### config.mk
export PLATFORM = sky130hd
export DESIGN_NAME = tile_sequencer
export DESIGN_NICKNAME = d
export VERILOG_FILES = /design/src/rtl/tile_sequencer.sv
export SDC_FILE = /design/constraint.sdc
export NUM_CORES = 1
export LEC_CHECK = 0
export ABC_AREA = 1
export CORE_MARGIN = 10
export CORE_UTILIZATION = 54
export CTS_BUF_LIST = sky130_fd_sc_hd__clkbuf_16
export DETAILED_ROUTE_END_ITERATION = 10
export GPL_ROUTABILITY_DRIVEN = 0
export PLACE_DENSITY = 0.84
export SLEW_MARGIN = 20
export SYNTH_ARGS = -nofsm -noshare
export SYNTH_HDL_FRONTEND = slang
export SYNTH_SLANG_ARGS = --single-unit
### constraint.sdc
create_clock -name clk -period 2 [get_ports clk]
set_input_delay 0.4 -clock clk [delete_from_list [all_inputs] [get_ports clk]]
set_output_delay 0.4 -clock clk [all_outputs]
set_load 0.02 [all_outputs]
### src/rtl/tile_sequencer.sv
// Tile-pass sequencer: loads operand BRAM from a host stream, reads it back into the compute unit,
// drains the array pipeline, then pulses done. Optional TILE_SEQ_STALL_EN adds a compute/drain stall input.
module tile_sequencer #(
  parameter int unsigned BRAM_DEPTH   = 2,
  parameter int unsigned DATA_WIDTH   = 8,
  parameter int unsigned DRAIN_CYCLES = 4
) (
  input  logic                  clk,
  input  logic                  reset,
`ifdef TILE_SEQ_STALL_EN
  input  logic                  stall,
`endif
  input  logic                  start,
  input  logic                  load_valid,
  input  logic [DATA_WIDTH-1:0] load_data,
  output logic                  load_ready,
  output logic                  bram_en,
  output logic                  write_mode,
  output logic [BRAM_DEPTH-1:0] address,
  output logic [DATA_WIDTH-1:0] bram_wdata,
  output logic                  enable_cu,
  output logic                  compute_ready,
  output logic                  busy,
  output logic                  done
);

  localparam int unsigned DRAIN_W = 8;
  localparam logic [BRAM_DEPTH-1:0] LAST_ADDR  = '1;
  localparam logic [DRAIN_W-1:0]    DRAIN_LAST = DRAIN_W'(DRAIN_CYCLES);

  typedef enum logic [2:0] {
    S_IDLE,
    S_LOAD,
    S_COMPUTE,
    S_DRAIN,
    S_DONE
  } state_t;

  state_t                r_state;
  logic [BRAM_DEPTH-1:0] r_cnt;
  logic [DRAIN_W-1:0]    r_drain;
  logic                  r_bram_en;
  logic                  r_write_mode;
  logic [BRAM_DEPTH-1:0] r_address;
  logic [DATA_WIDTH-1:0] r_bram_wdata;
  logic                  r_enable_cu;
  logic                  r_compute_ready;
  logic                  r_busy;
  logic                  r_done;

  logic w_stall;
  logic w_beat;
  logic w_rd_strobe;

`ifdef TILE_SEQ_STALL_EN
  assign w_stall = stall;
`else
  assign w_stall = 1'b0;
`endif

  assign load_ready  = (r_state == S_LOAD);
  assign w_beat      = load_valid & load_ready;
  // Read strobe as presented to the BRAM; data is valid one cycle later.
  assign w_rd_strobe = r_bram_en & ~r_write_mode;

  always_ff @(posedge clk or negedge reset) begin
    if (!reset) begin
      r_state         <= S_IDLE;
      r_cnt           <= '0;
      r_drain         <= '0;
      r_bram_en       <= 1'b0;
      r_write_mode    <= 1'b0;
      r_address       <= '0;
      r_bram_wdata    <= '0;
      r_enable_cu     <= 1'b0;
      r_compute_ready <= 1'b0;
      r_busy          <= 1'b0;
      r_done          <= 1'b0;
    end else begin
      r_bram_en       <= 1'b0;
      r_write_mode    <= 1'b0;
      r_done          <= 1'b0;
      r_enable_cu     <= w_rd_strobe;
      r_compute_ready <= r_compute_ready | w_rd_strobe;
      case (r_state)
        S_IDLE: begin
          if (start) begin
            r_state         <= S_LOAD;
            r_cnt           <= '0;
            r_busy          <= 1'b1;
            r_compute_ready <= 1'b0;
          end
        end
        S_LOAD: begin
          if (w_beat) begin
            r_bram_en    <= 1'b1;
            r_write_mode <= 1'b1;
            r_address    <= r_cnt;
            r_bram_wdata <= load_data;
            r_cnt        <= BRAM_DEPTH'(r_cnt + 1'b1);
            if (r_cnt == LAST_ADDR) r_state <= S_COMPUTE;
          end
        end
        S_COMPUTE: begin
          if (!w_stall) begin
            r_bram_en <= 1'b1;
            r_address <= r_cnt;
            r_cnt     <= BRAM_DEPTH'(r_cnt + 1'b1);
            if (r_cnt == LAST_ADDR) begin
              r_state <= S_DRAIN;
              r_drain <= '0;
            end
          end
        end
        // The first drain cycle overlaps the last read; done lands DRAIN_CYCLES+1 after it.
        S_DRAIN: begin
          if (!w_stall) begin
            if (r_drain == DRAIN_LAST) begin
              r_state <= S_DONE;
              r_done  <= 1'b1;
            end else begin
              r_drain <= DRAIN_W'(r_drain + 1'b1);
            end
          end
        end
        S_DONE: begin
          r_state <= S_IDLE;
          r_busy  <= 1'b0;
        end
        default: begin
          r_state <= S_IDLE;
          r_busy  <= 1'b0;
        end
      endcase
    end
  end

  assign bram_en       = r_bram_en;
  assign write_mode    = r_write_mode;
  assign address       = r_address;
  assign bram_wdata    = r_bram_wdata;
  assign enable_cu     = r_enable_cu;
  assign compute_ready = r_compute_ready;
  assign busy          = r_busy;
  assign done          = r_done;

endmodule

==> impl_metrics.json <==
{
  "drive_gt1_share_pct": 12.7,
  "diodes": 0,
  "met3_length_um": 211,
  "cts_buffers": 5,
  "tns_ns": 0,
  "synth_top_cell_area_share_pct": 51.6,
  "fin_crit_sh_pct": 89.8,
  "grt_pass1_wl_um": 5980,
  "start_kind": "flop",
  "start_util_pct": 56.8,
  "wl_met2_um": 1870,
  "cts_sinks": 29,
  "die_h_um": 71.0,
  "vias": 1198,
  "syn_area_um2": 1410,
  "crit_type": "reg2out",
  "synth_area_leaders": "dfrtp_1 52%, nand2_1 17%, inv_1 5.3%",
  "crit_arrival_ns": 1.40,
  "postCtsSetupRepairBufs": 0,
  "slowest_delay_ns": 0.44,
  "crit_fanout": 5,
  "leakage_nw": 0.985,
  "max-cap-violations": 0,
  "ys_warn_count": 0,
  "coreArea_um2": 2480,
  "grt-ovfl-total": 0,
  "worst_pin_slew_ns": 0.374,
  "drt-total-wl_um": 3420,
  "antenna_found_initial": 0,
  "finalHoldViolCount": 0,
  "syn-num-nets": 181,
  "setup_viol": 0,
  "portBuffers": 28,
  "ir_worst_vdd_uv": 1140,
  "max-clock-path-buffers": 2,
  "worstSkewPairLatency_ns": 0.27,
  "seq_area_um2": 726,
  "wl_per_cell_um": 14.6,
  "fin_util_pct": 75.7,
  "multi_input_area_um2": 589,
  "ios": 29,
  "fillCellCount": 172,
  "drc": 0,
  "cts_tree": "built",
  "maxSlewHeadroom_pct": 75.1,
  "hp-class": "reg2reg",
  "slowest_stage": "dfrtp_1",
  "holdBufCountCts": 0,
  "path_cells": "nor2_2 > nand2_2 > inv_4 > dlygate4sd2_1",
  "synth_top_cell_by_area": "dfrtp_1",
  "cts.reportedPaths.clkPinSlew_ns": 0.05,
  "vias_per_cell": 5.12,
  "rows": 18,
  "synth-seq-cells": 29,
  "finalWorstSetupSlack_ns": 0.203,
  "rsz0062_at_grt": "no",
  "die_x_um": 71.0,
  "holdWs_ns": 0.452,
  "synthCells": 166,
  "critPathBufInv": 2,
  "grt.total_usage_pct": 14.5,
  "ys_types": 23,
  "dp_slack_ns": 0.221,
  "endpoint_kind": "output port",
  "area_growth_pct": 33.4,
  "critPathRequiredTime_ns": 1.60,
  "yosysSeqAreaShare_pct": 51.6,
  "clock_skew_ns": 0.00424,
  "ant_nets": 0,
  "met1_length_um": 1300,
  "first_pass_iters": 4,
  "drt_iter0_drc": 114,
  "routed.top_layer": "met4",
  "status": "completed",
  "max_clock_freq_ghz": 0.557,
  "dieArea_um2": 5050,
  "grt_pass1_vias": 1315,
  "p_per_area_nw_per_um2": 1550,
  "critPathTopFamily": "flip-flops",
  "post-route-min-period_ns": 1.80,
  "cts_root_buf": "clkbuf_16",
  "final_cells": 234,
  "htree_levels": 2,
  "grt_max_degree": 30,
  "slew_violations": 0,
  "dp.cells": 226,
  "dp_hpwl_um": 2450,
  "final_nets": 218,
  "avgSynthCellArea_um2": 8.47
}
## cells in the mapped netlist (all sizes together)
cell / count
nand2: 70
dfrtp: 29
inv: 23
nand3: 11
nor2: 10
o21ai: 10
ha: 3
nand3b: 3
nand4: 2
or2: 2
and2: 1
o211ai: 1
o21bai: 1
## what timing repair did
action	in CTS	in global routing
endpoints found under the setup margin	1	0
gates resized for setup	1	0
hold endpoints to repair	0	0
## registers in the layout (all words and copies together), names as in the netlist
| register | cells |
|---|---|
| r_state | 3 |
| address | 2 |
| bram_wdata | 8 |
| enable_cu | 1 |
| bram_en | 1 |
| compute_ready | 1 |
| r_cnt | 2 |
| busy | 1 |
| write_mode | 1 |
| done | 1 |
| r_drain | 8 |
## cell families after synthesis
family,synth area share (%)
flops,51.6
simple gates,33.8
fa+ha+maj,2.67
buf+inv,6.49
compound gates,5.43
## path summary, 6_finish.rpt
path                       depth (start not counted)       start  slack (ns)    endpoint
setup / recovery                                   4  r_state[1]        0.20  load_ready
hold / removal                                     1  write_mode        0.45   enable_cu
setup reg to reg                                   8  r_drain[0]        0.52  r_drain[2]
hold reg to reg                                    1  write_mode        0.45   enable_cu
max in group asynchronous                          2       reset        1.20   enable_cu
min in group asynchronous                          2       reset        0.52  r_drain[2]
## metrics by stage
stage	cell area, um^2	total power (W)
after floorplan	1410	0.00171
after global placement	1740	0.00216
after detailed placement	1740	0.00221
after CTS	1880	0.00292
after global routing	1880	0.00311
final	1880	0.00291
## layout by cell type (no fill, tap or decap), types with 4 or more instances in the layout
cell              n
nand2_1          64
clkbuf_16         5
nand3_1          10
dfrtp_1          29
inv_1            20
o21ai_1           4
nor2_1            7
clkdlybuf4s50_1  27
## metal layers
metal	up-vias	GRT usage (%)
li1	590	-
met1	573	14.0
met2	28	26.5
met3	7	6.69
met4	0	4.95
met5	-	0
## cell type report
type | count | share of cell area (%)
clock buffer | 5 | 6.67
clock inverter | 3 | 0.667
inverter | 23 | 4.87
multi-input combinational | 114 | 31.4
sequential | 29 | 38.7
tap | 30 | 2.00
timing repair buffer | 30 | 15.7
## power by group
part	leakage [nW]	internal [W]	switching [W]	total, W
registers	0.368	0.000791	0.000164	0.000955
logic	0.549	0.000504	0.000750	0.00125
clock network	0.0687	0.000448	0.000252	0.000700
Note: power is estimated with default switching activity, not from simulation.
